**config.mk**
```make
export PLATFORM = sky130hd
export DESIGN_NAME = fetch_unit
export DESIGN_NICKNAME = d
export VERILOG_FILES = /design/src/rtl/fetch_unit_pkg.sv /design/src/rtl/fetch_target_mux.sv /design/src/rtl/fetch_unit.sv
export SDC_FILE = /design/constraint.sdc
export NUM_CORES = 1
export LEC_CHECK = 0
export ABC_AREA = 1
export BUFFER_PORTS_ARGS = -buffer_cell sky130_fd_sc_hd__buf_2
export CORE_UTILIZATION = 38
export CTS_BUF_LIST = sky130_fd_sc_hd__clkbuf_8
export CTS_CLUSTER_SIZE = 14
export DETAILED_ROUTE_END_ITERATION = 10
export HOLD_SLACK_MARGIN = 0.12
export SLEW_MARGIN = 10
export SYNTH_ARGS = -nofsm -noshare
export SYNTH_HDL_FRONTEND = slang
export SYNTH_SLANG_ARGS = --single-unit
```
**constraint.sdc**
```tcl
create_clock -name clk -period 3.54 [get_ports clk]
set_clock_uncertainty 0.2 [all_clocks]
set_input_delay 0.531 -clock clk [delete_from_list [all_inputs] [get_ports clk]]
set_output_delay 0.531 -clock clk [all_outputs]
set_load 0.02 [all_outputs]
```
**src/rtl/fetch_unit_pkg.sv**
```systemverilog
// rtl/fetch_unit_pkg.sv - shared types for the LC-3b instruction fetch stage
package fetch_unit_pkg;

    typedef enum logic [2:0] {
        pcmux_plus2   = 3'b000,
        pcmux_br      = 3'b001,
        pcmux_reg     = 3'b010,
        pcmux_trap    = 3'b011,
        pcmux_pred    = 3'b100,
        pcmux_recover = 3'b101
    } lc3b_pcmux_sel;

    typedef enum logic [1:0] {
        FETCH = 2'd0,
        HOLD  = 2'd1,
        DRAIN = 2'd2
    } fetch_state_t;

    // Saturating counter increment; the counter sticks at all-ones.
    function automatic logic [31:0] sat_add(input logic [31:0] a, input logic [1:0] inc);
        logic [32:0] sum;
        sum = {1'b0, a} + {31'b0, inc};
        sat_add = sum[32] ? 32'hFFFF_FFFF : sum[31:0];
    endfunction

endpackage

```
**src/rtl/fetch_target_mux.sv**
```systemverilog
// rtl/fetch_target_mux.sv - next-PC select, pc_plus2 for unused encodings
module fetch_target_mux
    import fetch_unit_pkg::*;
#(
    parameter int WORD_W = 16
) (
    input  logic [2:0]        sel,
    input  logic [WORD_W-1:0] pc_plus2,
    input  logic [WORD_W-1:0] br_target,
    input  logic [WORD_W-1:0] reg_target,
    input  logic [WORD_W-1:0] trap_target,
    input  logic [WORD_W-1:0] predicted_pc,
    input  logic [WORD_W-1:0] recover_pc,
    output logic [WORD_W-1:0] target
);

    // Select the redirect source; reserved encodings fall through sequentially.
    always_comb begin
        target = pc_plus2;
        case (lc3b_pcmux_sel'(sel))
            pcmux_br:      target = br_target;
            pcmux_reg:     target = reg_target;
            pcmux_trap:    target = trap_target;
            pcmux_pred:    target = predicted_pc;
            pcmux_recover: target = recover_pc;
            default:       target = pc_plus2;
        endcase
    end

endmodule

```
**src/rtl/fetch_unit.sv**
```systemverilog
// rtl/fetch_unit.sv - IF stage: PC, icache handshake, IF/ID register (optional FETCH_PERF_EN counters)
module fetch_unit
    import fetch_unit_pkg::*;
#(
    parameter int                WORD_W   = 16,
    parameter logic [WORD_W-1:0] RESET_PC = '0
) (
    input  logic              clk,
    input  logic              rst,
    input  logic [2:0]        pcmux_sel,
    input  logic [WORD_W-1:0] predicted_pc,
    input  logic [WORD_W-1:0] br_target,
    input  logic [WORD_W-1:0] reg_target,
    input  logic [WORD_W-1:0] trap_target,
    input  logic [WORD_W-1:0] recover_pc,
    input  logic              flush,
    input  logic              stall,
    input  logic [WORD_W-1:0] icache_rdata,
    input  logic              icache_resp,
    output logic              icache_read,
    output logic [WORD_W-1:0] icache_address,
    output logic [WORD_W-1:0] if_pc,
    output logic [WORD_W-1:0] ifid_pc,
    output logic [WORD_W-1:0] ifid_ir,
    output logic              ifid_valid,
    output logic [31:0]       perf_fetch_cnt,
    output logic [31:0]       perf_squash_cnt
);

    fetch_state_t      state, state_next;
    logic [WORD_W-1:0] pc, pc_next, pc_plus2, target;
    logic [WORD_W-1:0] redirect_pc, redirect_next;
    logic [WORD_W-1:0] hold_ir, hold_next;
    logic [WORD_W-1:0] ifid_pc_next, ifid_ir_next;
    logic              ifid_valid_next, ifid_load;

    assign pc_plus2 = pc + WORD_W'(2);

    fetch_target_mux #(.WORD_W(WORD_W)) u_target_mux (
        .sel          (pcmux_sel),
        .pc_plus2     (pc_plus2),
        .br_target    (br_target),
        .reg_target   (reg_target),
        .trap_target  (trap_target),
        .predicted_pc (predicted_pc),
        .recover_pc   (recover_pc),
        .target       (target)
    );

    // pc never moves while draining, so the cache sees a stable address.
    assign icache_read    = ~rst & (state != HOLD);
    assign icache_address = pc;
    assign if_pc          = pc;

    // State register.
    always_ff @(posedge clk or posedge rst) begin
        if (rst) state <= FETCH;
        else     state <= state_next;
    end

    // Next-state and datapath decisions; flush outranks stall and the response.
    always_comb begin
        state_next      = state;
        pc_next         = pc;
        redirect_next   = redirect_pc;
        hold_next       = hold_ir;
        ifid_load       = 1'b0;
        ifid_ir_next    = ifid_ir;
        ifid_pc_next    = ifid_pc;
        ifid_valid_next = ifid_valid;
        case (state)
            FETCH: begin
                if (flush) begin
                    ifid_valid_next = 1'b0;
                    hold_next       = '0;
                    if (icache_resp) begin
                        pc_next = target;
                    end else begin
                        redirect_next = target;
                        state_next    = DRAIN;
                    end
                end else if (icache_resp) begin
                    if (stall) begin
                        hold_next  = icache_rdata;
                        state_next = HOLD;
                    end else begin
                        ifid_load    = 1'b1;
                        ifid_ir_next = icache_rdata;
                        pc_next      = target;
                    end
                end
            end
            HOLD: begin
                if (flush) begin
                    ifid_valid_next = 1'b0;
                    hold_next       = '0;
                    pc_next         = target;
                    state_next      = FETCH;
                end else if (!stall) begin
                    ifid_load    = 1'b1;
                    ifid_ir_next = hold_ir;
                    pc_next      = target;
                    state_next   = FETCH;
                end
            end
            DRAIN: begin
                if (flush) begin
                    ifid_valid_next = 1'b0;
                    hold_next       = '0;
                    if (icache_resp) begin
                        pc_next    = target;
                        state_next = FETCH;
                    end else begin
                        redirect_next = target;
                    end
                end else if (icache_resp) begin
                    pc_next    = redirect_pc;
                    state_next = FETCH;
                end
            end
            default: state_next = FETCH;
        endcase
        if (ifid_load) begin
            ifid_pc_next    = pc_plus2;
            ifid_valid_next = 1'b1;
        end
    end

    // PC, redirect, hold and IF/ID registers.
    always_ff @(posedge clk or posedge rst) begin
        if (rst) begin
            pc          <= RESET_PC;
            redirect_pc <= '0;
            hold_ir     <= '0;
            ifid_pc     <= '0;
            ifid_ir     <= '0;
            ifid_valid  <= 1'b0;
        end else begin
            pc          <= pc_next;
            redirect_pc <= redirect_next;
            hold_ir     <= hold_next;
            ifid_pc     <= ifid_pc_next;
            ifid_ir     <= ifid_ir_next;
            ifid_valid  <= ifid_valid_next;
        end
    end

`ifdef FETCH_PERF_EN
    logic [31:0] fetch_cnt, squash_cnt;
    logic        dropped, flushed_valid;

    assign dropped       = icache_resp & ((state == FETCH & flush) | (state == DRAIN));
    assign flushed_valid = flush & ifid_valid;

    // Saturating event counters for loaded and squashed instructions.
    always_ff @(posedge clk or posedge rst) begin
        if (rst) begin
            fetch_cnt  <= '0;
            squash_cnt <= '0;
        end else begin
            fetch_cnt  <= sat_add(fetch_cnt, {1'b0, ifid_load});
            squash_cnt <= sat_add(squash_cnt, {1'b0, dropped} + {1'b0, flushed_valid});
        end
    end

    assign perf_fetch_cnt  = fetch_cnt;
    assign perf_squash_cnt = squash_cnt;
`else
    assign perf_fetch_cnt  = '0;
    assign perf_squash_cnt = '0;
`endif

endmodule

```
==> reports/results.txt <==
I/O pins -> 234
Met2 Wirelength -> 8668 µm
HP Class -> input pin to flip-flop
Total gr overflow -> 0
Status -> finished clean
Placed cell count -> 1374
Post-CTS setup buffers -> 0
Finished Layout Cells -> 1391
Core Box Area -> 16580 µm²
Post-DP Area -> 7103 µm²
Die X -> 132.1 µm
CTS root buffer -> clkbuf_8
# clock sinks -> 83
DRT Pass-1 Iters -> 5
First-pass GRT wire length -> 31870 µm
Synth cell count leaders -> nand2_1, buf_4, dfrtp_1
Vias in the first global route -> 6158
Maximum root-to-sink buffer count -> 2
Layout cells sized above 1 -> 19.47%
Final net count -> 1275
Hold Buf Count CTS -> 1
Pin slew with the least headroom to its limit -> 0.7075 ns
DR top layer -> met4
Total GRT Usage -> 23.05%
TNS Setup -> 0 ns
Netlist Area Pre-Place -> 6436 µm²
Crit end category -> flip-flop
Largest net degree at the start of global routing -> 63
EDFF count, synth -> 0
Final Setup Violations -> 0
CTS tree -> built
Achievable frequency -> 402.1 MHz
Yosys top cell by area -> dfrtp_1
Hold_ws -> 0.2171 ns
Hold Vio Cnt, Final -> 0
Relative slew margins -> 52.78%
Nature of the critical path startpoint -> flip-flop
DRT met1 WL -> 8804 µm
CP required -> 3.57 ns
WS Path Type -> flip-flop to flip-flop
Dominant cells by area after synthesis -> dfrtp_1, nand2_1, buf_4
Wire length on met3 -> 1663 µm
Main synth FF type -> dfrtp_1
Initial Util -> 38.81%
Most common cell in the netlist -> nand2_1
Area grow syn2layout -> 13.36%
Vias/cell -> 4.751
Clk Latency, worst-skew pair -> 0.37 ns
Arr. time, crit path -> 2.52 ns
Routed WL -> 19440 µm
CTS buffer count -> 9
Die Height -> 132.1 µm
Cells after Synth -> 1029
Peak fanout along the critical path -> 20
# diodes -> 0
Vias -> 6608
Finished Cell Area -> 7296 µm²
Pleak -> 4.168 nW
PwrDens -> 796.8 nW/µm²
I/O Buffers -> 169
Clock transition at path regs -> 0.10 ns
MaxCap Viol Count -> 0
RSZ-0062 raised after global routing -> false
CTS H-Tree Depth -> 3
Die area -> 17460 µm²
Final Max Slew Viols -> 0
Sequential area share after synthesis -> 32.27%
Layout Utilization -> 43.99%
Top cell type's share of synthesized area -> 32.27%
DRC errors left -> 0
Post-DP HPWL -> 14210 µm
Synth unique cells -> 31
Final period util -> 70.25%
Row count -> 47
Asr flop ratio synth -> 100.0%
Synth Register Bits -> 83
Post-CTS Resized -> 0
Synth Warn # -> 0
Routability cong. -> 0.8834
Syn_area_per_cell -> 6.255 µm²
DRT antenna net count -> 0
Avg WL per Cell -> 13.98 µm
Initial antenna violation count -> 0
Fillers -> 1825
Tmin final -> 2.487 ns
Iteration-0 DRC Markers -> 617
Max VDD drop -> 0.2793 mV
-- power breakdown --
group	total (mW)	switching [mW]	internal [mW]
logic	3.33	2.28	1.05
registers	1.82	0.405	1.41
clock network	0.667	0.400	0.268
-- registers in the layout, summed over array words and instances, names as in the netlist --
register,count
ifid_valid,1
ifid_ir,16
hold_ir,16
ifid_pc,16
redirect_pc,16
state,2
icache_address,16
-- cell families (layout without fill, tap and decap cells) --
kind of cell	after synthesis	count (layout)	synth area share, %
simple gates	658	658	41.72
buf+inv	185	264	16.52
compound gates	92	92	7.776
flops	83	83	32.27
fa+ha+maj	5	5	0.9720
xor+xnor	5	5	0.6804
other cells	1	64	0.05826
-- layer usage --
layer | GRT usage [%] | up-vias
met5 | 0 | -
met4 | 7.364 | 0
met3 | 4.767 | 24
met2 | 36.80 | 373
met1 | 31.17 | 2858
li1 | - | 3353
-- final timing paths --
check | startpoint | end | slack (ns) | depth (start not counted)
worst max-delay path | state[1] | ifid_pc[11] | 1.05 | 9
worst min-delay path | icache_rdata[14] | ifid_ir[14] | 0.22 | 3
worst max register to register | state[1] | ifid_pc[11] | 1.05 | 9
worst min register to register | ifid_pc[5] | ifid_pc[5] | 0.29 | 2
max in group asynchronous | rst | ifid_pc[4] | 1.99 | 4
min in group asynchronous | rst | ifid_ir[12] | 0.48 | 3
-- cell type report --
type,count,area [µm²],share of cell area [%]
Clock buffer,9,123.9,1.698
Clock inverter,7,58.81,0.8060
Inverter,61,230.2,3.156
Multi-Input combinational cell,824,3535,48.45
Sequential cell,83,2077,28.47
Tap cell,220,275.3,3.773
Timing Repair Buffer,187,996.0,13.65
-- cell usage in the layout (no fill, tap or decap), types with 9 or more instances in the layout --
cell type / count
buf_2: 169
a21oi_1: 30
buf_4: 16
nand2_1: 478
nor2_1: 79
inv_1: 55
o21ai_0: 35
nand3_1: 73
dfrtp_1: 83
a31oi_1: 22
conb_1: 64
clkbuf_8: 9
-- worst max-delay path, stage by stage (launching register included) --
cell and delay, ns:
dfrtp_1 0.41, inv_1 0.10, ha_1 0.20, inv_1 0.50
o21ai_1 0.17, nand2_1 0.10, buf_4 0.24, inv_1 0.24
nor2_1 0.15, a31oi_1 0.05
-- metrics by stage --
| stage | power [mW] | worst slack (ns) |
|---|---|---|
| 3_3_place_gp | 5.105 | 1.018 |
| 6_report | 5.813 | 1.053 |
| 4_1_cts | 5.824 | 1.020 |
| 2_1_floorplan | 4.212 | 0.6722 |
| 5_1_grt | 6.350 | 0.6755 |
| 3_5_place_dp | 5.133 | 1.018 |
Note: power is estimated with default switching activity, not from simulation.
